[src/rtl/divv_pkg.sv]
// divv_pkg: shared definitions for the divv sequential divider.
//   DIVV_NUM_W : default dividend / quotient width
//   DIVV_DEN_W : default divisor / remainder width
//   DIVV_CNT_W : iteration counter width, wide enough to hold NUM_W
//   state_t    : controller states (IDLE, RUN, DONE)
package divv_pkg;

   localparam int DIVV_NUM_W = 20;
   localparam int DIVV_DEN_W = 10;

   // The counter must represent NUM_W itself, not just NUM_W-1.
   function automatic int cnt_width(input int n);
      return $clog2(n + 1);
   endfunction

   localparam int DIVV_CNT_W = cnt_width(DIVV_NUM_W);

   typedef enum logic [1:0] {
      ST_IDLE,
      ST_RUN,
      ST_DONE
   } state_t;

endpackage

[src/rtl/divv_step.sv]
// divv_step: one restoring shift/compare/subtract iteration.
//   pr      : current partial remainder (DEN_W+1 bits)
//   bit_in  : dividend bit shifted into the partial remainder
//   den     : divisor
//   pr_next : partial remainder after this iteration
//   q_bit   : quotient bit produced by this iteration
module divv_step
   import divv_pkg::*;
#(
   parameter int DEN_W = DIVV_DEN_W
) (
   input  logic [DEN_W:0]   pr,
   input  logic             bit_in,
   input  logic [DEN_W-1:0] den,
   output logic [DEN_W:0]   pr_next,
   output logic             q_bit
);

   logic [DEN_W:0] pr_shift;
   logic [DEN_W:0] den_ext;

   // The compare runs one bit wider than the divisor so the bit pushed out
   // of the top of the old remainder still takes part in the comparison.
   always_comb begin
      pr_shift = {pr[DEN_W-1:0], bit_in};
      den_ext  = {1'b0, den};
      q_bit    = (pr_shift >= den_ext);
      pr_next  = q_bit ? (pr_shift - den_ext) : pr_shift;
   end

endmodule

[src/rtl/divv.sv]
// divv: sequential unsigned restoring divider, one quotient bit per clock.
//   clk         : rising-edge clock
//   reset       : asynchronous, active-low reset
//   start       : request, only looked at while idle
//   num, den    : dividend and divisor, captured when start is accepted
//   busy        : high while a division is running or completing
//   done        : one-cycle pulse when results become valid
//   quotient    : result, held until the next completed division
//   remainder   : result, held until the next completed division
//   div_by_zero : flags a zero divisor, held with the results
module divv
   import divv_pkg::*;
#(
   parameter int NUM_W = DIVV_NUM_W,
   parameter int DEN_W = DIVV_DEN_W
) (
   input  logic             clk,
   input  logic             reset,
   input  logic             start,
   input  logic [NUM_W-1:0] num,
   input  logic [DEN_W-1:0] den,
   output logic             busy,
   output logic             done,
   output logic [NUM_W-1:0] quotient,
   output logic [DEN_W-1:0] remainder,
   output logic             div_by_zero
);

   localparam int CNT_W = cnt_width(NUM_W);

   state_t             state_q, state_d;
   logic [CNT_W-1:0]   cnt_q, cnt_d;
   logic [NUM_W-1:0]   dvd_q, dvd_d;
   logic [DEN_W-1:0]   den_q, den_d;
   logic [DEN_W:0]     pr_q, pr_d;
   logic [NUM_W-1:0]   quotient_q, quotient_d;
   logic [DEN_W-1:0]   remainder_q, remainder_d;
   logic               dbz_q, dbz_d;
   logic               done_q, done_d;
   logic               busy_q, busy_d;

   logic [DEN_W:0]     step_pr_next;
   logic               step_q_bit;

   divv_step #(
      .DEN_W (DEN_W)
   ) u_step (
      .pr      (pr_q),
      .bit_in  (dvd_q[NUM_W-1]),
      .den     (den_q),
      .pr_next (step_pr_next),
      .q_bit   (step_q_bit)
   );

   // The dividend register doubles as the quotient register: each RUN
   // cycle its MSB feeds the step and the new quotient bit enters at the
   // LSB. Visible results only change on the cycle that enters DONE, so
   // intermediate shift values never reach the outputs.
   always_comb begin
      state_d     = state_q;
      cnt_d       = cnt_q;
      dvd_d       = dvd_q;
      den_d       = den_q;
      pr_d        = pr_q;
      quotient_d  = quotient_q;
      remainder_d = remainder_q;
      dbz_d       = dbz_q;
      done_d      = 1'b0;

      case (state_q)
         ST_IDLE: begin
            if (start) begin
               if (den == '0) begin
                  quotient_d  = '1;
                  remainder_d = '0;
                  dbz_d       = 1'b1;
                  done_d      = 1'b1;
                  state_d     = ST_DONE;
               end else begin
                  dvd_d   = num;
                  den_d   = den;
                  pr_d    = '0;
                  cnt_d   = CNT_W'(NUM_W);
                  dbz_d   = 1'b0;
                  state_d = ST_RUN;
               end
            end
         end
         ST_RUN: begin
            pr_d  = step_pr_next;
            dvd_d = {dvd_q[NUM_W-2:0], step_q_bit};
            cnt_d = cnt_q - CNT_W'(1);
            if (cnt_q == CNT_W'(1)) begin
               quotient_d  = {dvd_q[NUM_W-2:0], step_q_bit};
               remainder_d = step_pr_next[DEN_W-1:0];
               done_d      = 1'b1;
               state_d     = ST_DONE;
            end
         end
         ST_DONE: begin
            state_d = ST_IDLE;
         end
         default: begin
            state_d = ST_IDLE;
         end
      endcase

      busy_d = (state_d != ST_IDLE);
   end

   always_ff @(posedge clk or negedge reset) begin
      if (!reset) begin
         state_q     <= ST_IDLE;
         cnt_q       <= '0;
         dvd_q       <= '0;
         den_q       <= '0;
         pr_q        <= '0;
         quotient_q  <= '0;
         remainder_q <= '0;
         dbz_q       <= 1'b0;
         done_q      <= 1'b0;
         busy_q      <= 1'b0;
      end else begin
         state_q     <= state_d;
         cnt_q       <= cnt_d;
         dvd_q       <= dvd_d;
         den_q       <= den_d;
         pr_q        <= pr_d;
         quotient_q  <= quotient_d;
         remainder_q <= remainder_d;
         dbz_q       <= dbz_d;
         done_q      <= done_d;
         busy_q      <= busy_d;
      end
   end

   assign busy        = busy_q;
   assign done        = done_q;
   assign quotient    = quotient_q;
   assign remainder   = remainder_q;
   assign div_by_zero = dbz_q;

endmodule

[config.mk]
export PLATFORM = sky130hd
export DESIGN_NAME = divv
export DESIGN_NICKNAME = d
export VERILOG_FILES = /design/src/rtl/divv_pkg.sv /design/src/rtl/divv_step.sv /design/src/rtl/divv.sv
export SDC_FILE = /design/constraint.sdc
export NUM_CORES = 1
export LEC_CHECK = 0
export CAP_MARGIN = 20
export CORE_UTILIZATION = 45
export CTS_CLUSTER_DIAMETER = 40
export DETAILED_ROUTE_END_ITERATION = 12
export PLACE_DENSITY = 0.72
export SYNTH_ARGS = -nofsm -noshare
export SYNTH_HDL_FRONTEND = slang
export SYNTH_SLANG_ARGS = --single-unit
[constraint.sdc]
create_clock -name clk -period 3.21 [get_ports clk]
set_clock_uncertainty 0.15 [all_clocks]
set_input_delay 0.642 -clock clk [delete_from_list [all_inputs] [get_ports clk]]
set_output_delay 0.642 -clock clk [all_outputs]
set_load 0.02 [all_outputs]
**Word level (Yosys, flattened, before mapping)**

Cells that the tools add are included.

- Add/sub/neg operators: 2
- Order comparisons: 1
- Eq/ne operators: 6
- Muxes and demuxes: 26
- Bitwise gates (word level): 1
- Reduce and logical (&&, ||, !) cells: 8

Operators with widths:

| cell | number |
|---|---|
| $mux W20 | 5 |
| $pmux W20 S2 | 2 |
| $mux W10 | 6 |
| $pmux W10 S2 | 2 |
| $ge A11 B10 Y1 | 1 |
| $logic_not A10 Y1 | 1 |
| $mux W5 | 2 |
| $pmux W5 S2 | 1 |
| $sub A10 B10 Y10 | 1 |
| $ne A2 B2 Y1 const B | 4 |
| $mux W2 | 3 |
| $reduce_and A3 Y1 | 2 |
| $eq A5 B1 Y1 const B | 1 |
| $sub A5 B1 Y5 const B | 1 |
| $pmux W2 S2 | 1 |
| $reduce_and A4 Y1 | 1 |
| $reduce_bool A2 Y1 | 2 |
| $mux W1 | 3 |
| $eq A2 B1 Y1 const B | 1 |
| $logic_not A2 Y1 | 1 |
| $pmux W1 S2 | 1 |
| $reduce_and A2 Y1 | 1 |
| $not A1 Y1 | 1 |

- Bits in registers: 80
- Bits of input ports: 33
- Output and inout port bits: 33
- Logic and storage cells: 54

**Longest topological paths before layout**

- Word-level depth: 5
- Gate-level depth with buffers: 10
- Mapped depth without buffers: 10

**Cells and area by module**

A second synthesis with hierarchy kept.

- Cells, all modules: 389
- Area total of the unflattened synthesis: 4,267.8 um^2

Modules (own cells, without submodules):

| module | times used | cells an instance | area an instance (um^2) | seq. area each (um^2) |
|---|---|---|---|---|
| divv | 1 | 300 | 3,580.9 | 2,026.9 |
| divv_step | 1 | 89 | 686.9 | 0.0 |

**Worst setup path after synthesis**

OpenSTA, ideal clock, no wires.

- Path type: register -> register
- Start: register dvd_q[19]
- End: register pr_q[8]
- Library setup time: 0.129 ns
- Arrival: 2.018 ns
- Data required time: 2.931 ns
- Path slack: 0.913 ns
- Stages on the path, launching flop included: 11
- Path buffers: 0
- Clock period less this slack: 2.297 ns
- Path through: dfrtp_1 -> inv_1 -> ha_1 -> inv_1 -> fa_1 -> a211oi_1 -> nor2_1 -> o41ai_1 -> xnor2_1 -> mux2i_1 -> o21ai_1

- Cells in the longest elaborated chain, start to end: 3
- Elaborated cells on any way between the ends: 4
- Classes of those cells: 1 x add/sub; 1 x order compare; 2 x mux

RTL lines:

| element | RTL line | source |
|---|---|---|
| start: declaration | divv.sv:33 | `logic [NUM_W-1:0] dvd_q, dvd_d;` |
| start signal: assignment | divv.sv:126 | `dvd_q <= dvd_d;` |
| $sub A10 B10 Y10 / $ge A11 B10 Y1 (equally long branches) | divv_step.sv:28, divv_step.sv:27 |  |
| $mux W10 * | divv_step.sv:28 | `pr_next = q_bit ? (pr_shift - den_ext) : pr_shift;` |
| $pmux W10 S2 * | divv.sv:70 | `case (state_q)` |
| end signal: assignment | divv.sv:128 | `pr_q <= pr_d;` |
| end: declaration | divv.sv:35 | `logic [DEN_W:0] pr_q, pr_d;` |

Mark *: on every way between the ends. The rest lies on a longest branch, timed or not.
A chain may end at the register's enable or synchronous reset.

**Worst setup path after layout**

Ends and elaborated chain as after synthesis.

==> results_dict.tcl <==
set metrics [dict create \
    placedCellCount 567 \
    clock_path_buffers 2 \
    fin_crit_ns 2.64 \
    seqPwrFrac_pct 31.2 \
    tightest_slew_ns 0.965 \
    power_frac_clock_pct 11.7 \
    rsz0062_at_grt "false" \
    cp_data_required_time_ns 3.26 \
    cp-end-kind "flip-flop" \
    grt_usage_pct 21.0 \
    cellLeakagePower_nw 2.17 \
    p_total_mw 5.93 \
    synth_cell_types 48 \
    slew_headroom_pct 35.6 \
    viasPerCell 5.32 \
    syn2layout_area_growth_pct 24.6 \
    max_freq_ghz 0.378 \
    cts_made_buffers 9 \
    seq_area_sq_mm 0.00200 \
    synthesis.area_sq_mm 0.00393 \
    grt_pass1_vias 3053 \
    multi_input_area_sq_mm 0.00178 \
    fin_util_pct 58.7 \
    overflow 0 \
    setup_viol 0 \
    postRouteAntennaNets 0 \
    ctsHoldBuffers 0 \
    ys.flop_type "dfrtp_1" \
    post_drt_wl_per_cell_um 14.7 \
    num_antenna_cells 0 \
    antenna_found_initial 0 \
    ys_seq_elements 80 \
    setup_ws_ns 0.567 \
    fp.dieW_um 95.4 \
    std_cell_rows 33 \
    yosysMostFrequentCell "dfrtp_1" \
    dpl-instance-area_sq_mm 0.00470 \
    clock_sinks 80 \
    hold_path_class "in2async" \
    power_frac_comb_pct 57.1 \
    p_int_mw 3.33 \
    crit_type "reg2reg" \
    arrival_ns 2.69 \
    maxSlewViolCount 0 \
    tns_ns 0 \
    place_ws_ns 0.517 \
    port_buffers 65 \
    cts_resized 0 \
    final_nets 519 \
    synth_edf_count 0 \
    routed_wl_mm 8.55 \
    cts_tree "yes" \
    clk_pin_slew_ns 0.08 \
    cts_setup_buffers 0 \
    p_switching_mw 2.60 \
    synth.avg_cell_area_sq_um 9.58 \
    synthArstFlopShare_pct 100 \
    netlist_instances 410 \
    powerDensity_mw_per_mm2 1210 \
    num_vias 3103 \
    drive_gt1_share_pct 8.58 \
    setup.worst_path.start_class "flip-flop" \
    yosys-top-cells-count "dfrtp_1 (80), nand2_1 (58), nor2_1 (53), o21ai_0 (48), a21oi_1 (29)" \
    synth_top_area_share_pct 51.0 \
    p_sw_share_pct 43.9 \
    drt_pass1_iterations 4 \
    yosys-top-cells-area "dfrtp_1 (51%), mux2i_1 (6.4%), o21ai_0 (6.1%)" \
    rrSetupSlack_ns 0.57 \
    coreArea_sq_mm 0.00834 \
    initialDrtViolationCount 122 \
    finalCritPeriodShare_pct 82.3 \
    gp_congestion 0.824 \
    ioPinCount 66 \
    critPathMaxFanout 3 \
    final_area_sq_mm 0.00489 \
    ys_warn_count 0 \
    peakVddDrop_v 0.000498 \
    final_cells 583 \
    grt_max_degree 81 \
    start_util_pct 47.1 \
    synth_fp_nets 456 \
    hold_ws_ns 0.284 \
    synth_largest_area_cell "dfrtp_1" \
    grt_pass1_wl_mm 14.4 \
    cts_max_level 3 \
    die_area_sq_mm 0.00910 \
    cts.root.buffer_cell "clkbuf_8" \
    synth-seq-area-share_pct 51.0 \
    num-fill-cells 731 \
    maxCapViolations 0 \
    hold_violations 0 \
    dp_hpwl_mm 6.03 \
    die_h_um 95.4 \
    clk_latency_ns 0.35 \
    route.detailed.drc 0 \
    status "completed" \
]
-- area by class of cell --
type / instances / area share (%)
inverters: 18 / 1.38
repair buffers: 71 / 14.7
clock inverters: 6 / 1.05
flip-flops and latches: 80 / 40.9
well taps: 105 / 2.69
multi-input cells: 293 / 36.5
clock buffers: 10 / 2.81
-- registers in the layout (all words and copies together) (netlist names) --
| signal | flops |
|---|---|
| state_q | 2 |
| pr_q | 10 |
| div_by_zero | 1 |
| den_q | 10 |
| quotient | 20 |
| cnt_q | 5 |
| busy | 1 |
| dvd_q | 20 |
| done | 1 |
| remainder | 10 |
-- cells by family after synthesis --
group | share of synthesized area [%]
and+or+nand+nor | 14.6
AOI/OAI and AO/OA | 17.7
DFF | 51.0
buffers and inverters | 3.85
muxes | 6.75
adders and majority gates | 4.33
xor gates and xnor gates | 1.78
-- cells in the final DEF (no fill, tap or decap), types with 2 or more instances in the layout --
cell | netlist | layout
o31ai_1 | 2 | 2
nor2_1 | 53 | 53
mux2i_1 | 25 | 25
a211oi_1 | 2 | 2
buf_12 | 0 | 2
nand2b_1 | 2 | 2
inv_1 | 17 | 17
a21o_4 | 2 | 2
nand2_1 | 58 | 58
a21oi_1 | 29 | 29
ha_1 | 12 | 12
o21ai_0 | 48 | 48
nor3_2 | 2 | 2
a21o_1 | 3 | 3
and2_1 | 2 | 2
o21ai_2 | 2 | 2
clkinvlp_4 | 0 | 3
nor4_1 | 4 | 4
clkbuf_8 | 0 | 10
o21a_1 | 3 | 3
clkdlybuf4s50_1 | 0 | 64
xnor2_1 | 6 | 6
buf_4 | 0 | 5
a32oi_1 | 4 | 4
dfrtp_1 | 80 | 80
nand3_1 | 2 | 2
o21ai_1 | 4 | 4
and4_2 | 2 | 2
nor3_1 | 3 | 3
xor2_1 | 2 | 2
-- worst max-delay path, stage by stage (launching register included) --
cell	delay, ns
dfrtp_1	0.38
inv_1	0.07
ha_1	0.18
inv_1	0.06
fa_1	0.42
a211oi_1	0.35
nor2_1	0.11
o41ai_1	0.33
xnor2_1	0.13
mux2i_1	0.23
o21ai_1	0.08
-- power by group through the flow --
stage	Sequential [mW]	Clock [mW]	Combinational, mW
floorplan	2.04	0	2.16
global placement	1.85	0	3.30
detailed placement	1.87	0	3.38
CTS	1.86	0.709	3.40
global route	1.92	0.758	3.76
finish	1.85	0.692	3.39
-- routing by layer --
layer  GRT usage [%]  vias up  routed length (um)
met4            7.34        0                 104
met1            28.8     1487                3970
met2            32.4       72                4050
met3            5.26        9                 419
met5               0        -                   0
li1                -     1535                   -
-- worst paths after layout --
check,start,end,cells after the start
worst min register to register,dvd_q[19],dvd_q[19],2
worst max-delay path,dvd_q[19],pr_q[8],10
max in group asynchronous,reset,dvd_q[12],1
min in group clk,dvd_q[19],dvd_q[19],2
worst max register to register,dvd_q[19],pr_q[8],10
worst min-delay path,reset,den_q[1],1
Power figures use the tool's default switching activity.
